<file path="config.mk">
export PLATFORM = sky130hd
export DESIGN_NAME = bit_serial_operand_serializer
export DESIGN_NICKNAME = d
export VERILOG_FILES = /design/src/rtl/bit_serial_pkg.sv /design/src/rtl/bit_serial_operand_serializer_shift_reg.sv /design/src/rtl/bit_serial_operand_serializer.sv
export SDC_FILE = /design/constraint.sdc
export NUM_CORES = 1
export LEC_CHECK = 0
export ABC_AREA = 1
export CORE_MARGIN = 2
export CORE_UTILIZATION = 49
export DETAILED_ROUTE_END_ITERATION = 16
export PLACE_DENSITY_LB_ADDON = 0.05
export SYNTH_ARGS = -nofsm -noshare
export SYNTH_HDL_FRONTEND = slang
export SYNTH_SLANG_ARGS = --single-unit
</file>
<file path="constraint.sdc">
create_clock -name clk -period 1.7 [get_ports clk]
set_input_delay 0.34 -clock clk [delete_from_list [all_inputs] [get_ports clk]]
set_output_delay 0.34 -clock clk [all_outputs]
set_load 0.02 [all_outputs]
</file>
<file path="src/rtl/bit_serial_pkg.sv">
// Shared types and sizing helpers for the bit-serial operand serializer.
package bit_serial_pkg;

    typedef enum logic {
        IDLE  = 1'b0,
        SHIFT = 1'b1
    } bsm_state_t;

    function automatic int unsigned frame_len(input int unsigned n);
        return 2 * n;
    endfunction

    function automatic int unsigned cnt_width(input int unsigned n);
        return $clog2(2 * n);
    endfunction

endpackage

</file>
<file path="src/rtl/bit_serial_operand_serializer_shift_reg.sv">
// One operand lane: loads an N-bit operand extended to a 2N-bit frame, shifts it out LSB-first.
// Extension mode selected by BSM_SIGN_EXTEND_EN (sign) or its absence (zero).
module bit_serial_shift_reg
    import bit_serial_pkg::*;
#(
    parameter int unsigned N = 8
) (
    input  logic         i_clk,
    input  logic         i_reset,
    input  logic         i_load,
    input  logic         i_shift,
    input  logic [N-1:0] i_data,
    output logic         o_bit
);

    localparam int unsigned F = frame_len(N);

    logic [F-1:0] r_sr;
    logic [F-1:0] w_ext;

`ifdef BSM_SIGN_EXTEND_EN
    assign w_ext = {{N{i_data[N-1]}}, i_data};
`else
    assign w_ext = {{N{1'b0}}, i_data};
`endif

    // Zeros shift in from the top, so a completed frame leaves the lane at 0 for IDLE.
    always_ff @(posedge i_clk) begin
        if (i_reset) begin
            r_sr <= '0;
        end else if (i_load) begin
            r_sr <= w_ext;
        end else if (i_shift) begin
            r_sr <= {1'b0, r_sr[F-1:1]};
        end
    end

    assign o_bit = r_sr[0];

endmodule

</file>
<file path="src/rtl/bit_serial_operand_serializer.sv">
// Streams N-bit operand pairs LSB-first as 2N-bit frames with first/last strobes.
// Extension mode controlled by BSM_SIGN_EXTEND_EN inside bit_serial_shift_reg.
module bit_serial_operand_serializer
    import bit_serial_pkg::*;
#(
    parameter int unsigned N = 8
) (
    input  logic         clk,
    input  logic         reset,
    input  logic         in_valid,
    output logic         in_ready,
    input  logic [N-1:0] in_x,
    input  logic [N-1:0] in_y,
    output logic         x,
    output logic         y,
    output logic         first_bit,
    output logic         last_bit,
    output logic         busy
);

    localparam int unsigned F  = frame_len(N);
    localparam int unsigned CW = cnt_width(N);
    localparam logic [CW-1:0] CNT_LAST = CW'(F - 1);

    bsm_state_t    r_state, w_state_nxt;
    logic [CW-1:0] r_cnt, w_cnt_nxt;
    logic          r_first, r_last, r_busy;
    logic          w_first_nxt, w_last_nxt, w_busy_nxt;
    logic          w_cnt_last;
    logic          w_xfer;
    logic          w_shift;

    assign w_cnt_last = (r_cnt == CNT_LAST);
    assign in_ready   = !reset && ((r_state == IDLE) || ((r_state == SHIFT) && w_cnt_last));
    assign w_xfer     = in_valid && in_ready;
    assign w_shift    = (r_state == SHIFT);

    always_comb begin
        w_state_nxt = r_state;
        w_cnt_nxt   = r_cnt;
        w_first_nxt = 1'b0;
        w_last_nxt  = 1'b0;
        w_busy_nxt  = 1'b0;
        if (w_xfer) begin
            w_state_nxt = SHIFT;
            w_cnt_nxt   = '0;
            w_first_nxt = 1'b1;
            w_busy_nxt  = 1'b1;
        end else if (r_state == SHIFT) begin
            if (w_cnt_last) begin
                w_state_nxt = IDLE;
                w_cnt_nxt   = '0;
            end else begin
                w_cnt_nxt  = r_cnt + 1'b1;
                w_last_nxt = ((r_cnt + 1'b1) == CNT_LAST);
                w_busy_nxt = 1'b1;
            end
        end
    end

    // Strobes are flopped from next-count decode so they align with the lane flops.
    always_ff @(posedge clk) begin
        if (reset) begin
            r_state <= IDLE;
            r_cnt   <= '0;
            r_first <= 1'b0;
            r_last  <= 1'b0;
            r_busy  <= 1'b0;
        end else begin
            r_state <= w_state_nxt;
            r_cnt   <= w_cnt_nxt;
            r_first <= w_first_nxt;
            r_last  <= w_last_nxt;
            r_busy  <= w_busy_nxt;
        end
    end

    bit_serial_shift_reg #(.N(N)) u_sr_x (
        .i_clk   (clk),
        .i_reset (reset),
        .i_load  (w_xfer),
        .i_shift (w_shift),
        .i_data  (in_x),
        .o_bit   (x)
    );

    bit_serial_shift_reg #(.N(N)) u_sr_y (
        .i_clk   (clk),
        .i_reset (reset),
        .i_load  (w_xfer),
        .i_shift (w_shift),
        .i_data  (in_y),
        .o_bit   (y)
    );

    assign first_bit = r_first;
    assign last_bit  = r_last;
    assign busy      = r_busy;

endmodule

</file>
==> run summary <==
TIMING
--------------------------------------------------------------------------------------
Slew at the pin with the worst max-slew slack                                0.3131 ns
Setup skew after layout                                                    0.006541 ns
Worst path setup slack after routing                                        0.09685 ns
Unrepaired setup endpoints after global routing                                    yes
Worst hold slack                                                             0.4742 ns
Clock period minus worst slack                                                1.603 ns
Final hold vios                                                                      0
Relative max-transition margin                                                  79.06%
Achievable clock frequency                                                   623.8 MHz
Final number of setup-violating endpoints                                            0
Count of pins over their slew limit                                                  0
Fin crit share                                                                  94.30%

DIE
--------------------------------------------------------------------------------------
Row count                                                                           17
Core box area                                                             0.002233 mm2
Horiz. Die Dim                                                                52.60 um
Die height                                                                    52.60 um
Initial Util                                                                    51.82%
Count of pins on the block boundary                                                 25
DIE AREA                                                                  0.002767 mm2

RUN STATUS
--------------------------------------------------------------------------------------
Run status                                                                finished, final reports clean

HOLD PATH
--------------------------------------------------------------------------------------
Capture endpoint of the worst hold path                                   u_sr_y.r_sr[7]$_SDFFE_PP0P_
Hold path start                                                           u_sr_y.r_sr[7]$_SDFFE_PP0P_
Min-Delay Path Class                                                        reg -> reg
Number of cells on the worst hold path                                               2

SYNTH
--------------------------------------------------------------------------------------
Leading post-synthesis cells by cell area                                 sky130_fd_sc_hd__dfxtp_1 40%, sky130_fd_sc_hd__nand2_1 13%, sky130_fd_sc_hd__nand4_1 7.6%
Cell count after synthesis                                                         154
Average footprint of a synthesized cell                                      7.515 um2
Register bit count reported by yosys                                                23
Synthesis warning total                                                              0
Share of the synthesized area in the top cell type                              39.78%
Syn_nets                                                                           175
Syn Std Cell Area                                                         0.001157 mm2
Most area-hungry cell type in the Yosys netlist                           sky130_fd_sc_hd__dfxtp_1
Number of distinct standard cells referenced by the synthesized netlist             20
Register area share after synthesis                                             39.78%

SETUP PATH
--------------------------------------------------------------------------------------
Endpoint type of the worst setup path                                       output pin
Reg-to-reg setup timing slack                                                  0.18 ns
Worst-case reg-to-reg path depth                                                     8
Critical path startpoint category                                             register
Data required, critical path                                                   1.36 ns
Largest driver fanout on the critical path                                           2
Origin of the critical flop-to-flop path                                  r_cnt[0]$_SDFFE_PP0P_
Data arrival time at the worst-slack endpoint                                  1.26 ns
Reg-to-Reg End                                                            u_sr_x.r_sr[7]$_SDFFE_PP0P_
Classification of the worst setup path                                      reg -> out

DRT
--------------------------------------------------------------------------------------
Residual antenna-violating net count after detailed routing                          0
Vias per cell                                                                    5.162
First DRT Iteration DRCs                                                            17
Overall routed net length                                                      2687 um
Routed vias                                                                      1,115
DRC violation count after routing                                                    0
First-pass detailed-route iteration total                                            4
Post-DR wirelength/cell                                                       12.44 um

PWR
--------------------------------------------------------------------------------------
Leak pwr                                                                     0.6394 nW
Power per cell area                                                       688.3 mW/mm2
Share of power burned in combinational logic                                     22.2%
Peak supply drop                                                           0.0005563 V
Switching power total                                                        0.2949 mW
Proportion of power drawn by the clock network                                   23.6%
Internal power of the cells                                                  0.7678 mW
Reg power frac                                                                   54.2%
Sw Share                                                                        27.75%
Overall power consumption                                                     1.063 mW

CLOCKING
--------------------------------------------------------------------------------------
CTS tree                                                                         built
Clock latency of the later-clocked register in the worst-skew pair             0.30 ns
Post-CTS Setup Inserts                                                               0
Root buffer cell                                                          sky130_fd_sc_hd__clkbuf_4
CTS H-Tree Depth                                                                     1
CTS clock-pin slew for the worst setup and hold paths                          0.13 ns
Clock sink total                                                                    23
Number of buffers created by CTS                                                     3
Number of buffers on the longest clock path                                          2

PLACE
--------------------------------------------------------------------------------------
Final weighted congestion in routability-driven placement                       0.8181
Total instance count after detailed placement                                      212
Setup Slack @ Placement                                                     -0.1958 ns
Dpl hpwl                                                                       1874 um
Quantity of I/O buffers inserted on ports                                           24

CELLS AND AREA
--------------------------------------------------------------------------------------
Antenna fix cells                                                                    0
Number of nets in the finished design                                              210
Commonest cells after routing, fill and taps aside                        40 x sky130_fd_sc_hd__nand2_1, 22 x sky130_fd_sc_hd__clkdlybuf4s50_1, 21 x sky130_fd_sc_hd__dfxtp_1, 18 x sky130_fd_sc_hd__inv_1
Share of cells above drive strength 1                                           19.68%
Filler Cell Count                                                                  198
Number of standard cells in the layout, taps in and fillers out                    216
Most frequent standard cell in the layout excluding fill and tap cells    sky130_fd_sc_hd__nand2_1
Area grow syn2layout                                                            33.41%

GLOBAL ROUTING
--------------------------------------------------------------------------------------
Gr usage total                                                                  21.37%
Via count of the first global-routing pass                                         986
Pin count of the biggest net entering global routing                                18
Grt ovf                                                                              0
Global-route wire length before repair                                         4333 um
Antenna violations before repair                                                     0

RUN
--------------------------------------------------------------------------------------
Max-cap violation count                                                              0

[state kept, by name (all words and copies together) (netlist names)]
signal       flops
busy             1
first_bit        1
last_bit         1
r_cnt            4
u_sr_x.r_sr      8
u_sr_y.r_sr      8
[through the flow]
step                util, %  area (um2)   TNS, ns
floorplan                 -        1157         0
global placement      67.06        1498    -2.557
detailed placement    67.06        1498    -3.098
CTS                   68.01        1519         0
global route          69.13        1544  -0.02778
finish                69.13        1544         0
[kinds of logic (layout without fill, tap and decap cells)]
logic type	Yosys count	in the layout	synth area share (%)
simple gates	77	77	31.78
xor+xnor	2	2	1.514
flops	23	23	39.78
fa+ha+maj	2	2	2.162
compound gates	21	21	12.32
buf+inv	29	63	12.43
[routing by layer]
layer	share of wire (%)	vias to the layer above	wire length, um	global-route usage, %
met5	0	-	0	0
met4	0.60	0	16	8.120
met3	3.3	2	89	3.429
met2	49	19	1316	36.67
met1	47	518	1264	26.54
li1	-	576	-	-
[layout make-up]
class                   instances  area (um2)  share of cell area (%)
inverters                      19       76.32                   4.943
multi-input cells             102       570.5                   36.95
repair buffers                 40       372.9                   24.15
flip-flops and latches         23       462.9                   29.98
well taps                      28       35.03                   2.269
clock buffers                   4       26.28                   1.702
[how the worst max path moves through the flow]
stage                                        endpoint  slack (ns)                  start
after floorplan                              in_ready        0.09  r_cnt[0]$_SDFFE_PP0P_
after detailed placement  u_sr_x.r_sr[2]$_SDFFE_PP0P_       -0.20                  reset
after global placement                       in_ready       -0.16                  reset
after global routing                         in_ready       -0.03  r_cnt[0]$_SDFFE_PP0P_
after CTS                                    in_ready        0.02  r_cnt[0]$_SDFFE_PP0P_
final                                        in_ready         0.1  r_cnt[0]$_SDFFE_PP0P_
[cells in the mapped netlist (all sizes together)]
cell,number
a21oi,21
buf,8
clkbuf,2
dfxtp,23
ha,2
inv,19
nand2,41
nand3,18
nand4,14
nor2,1
nor3,1
or2,2
xnor2,2
[critical path, cell delays in order (launching register included)]
cell and delay [ns]:
sky130_fd_sc_hd__dfxtp_2 0.38, sky130_fd_sc_hd__ha_4 0.14, sky130_fd_sc_hd__nand3_2 0.09, sky130_fd_sc_hd__nand2_2 0.07, sky130_fd_sc_hd__inv_1 0.05, sky130_fd_sc_hd__nor2_1 0.08, sky130_fd_sc_hd__buf_4 0.14
[what timing repair did]
action                                  CTS  global route
gates resized for setup                   4             7
endpoints found under the setup margin    1             4
hold buffers                              0             0
[power groups by stage]
stage	logic, mW	clock network [mW]	registers (mW)
final	0.236	0.251	0.576
after global routing	0.257	0.281	0.579
after CTS	0.233	0.259	0.575
after detailed placement	0.235	0	0.587
after global placement	0.229	0	0.586
after floorplan	0.125	0	0.592
Power figures use the tool's default switching activity.
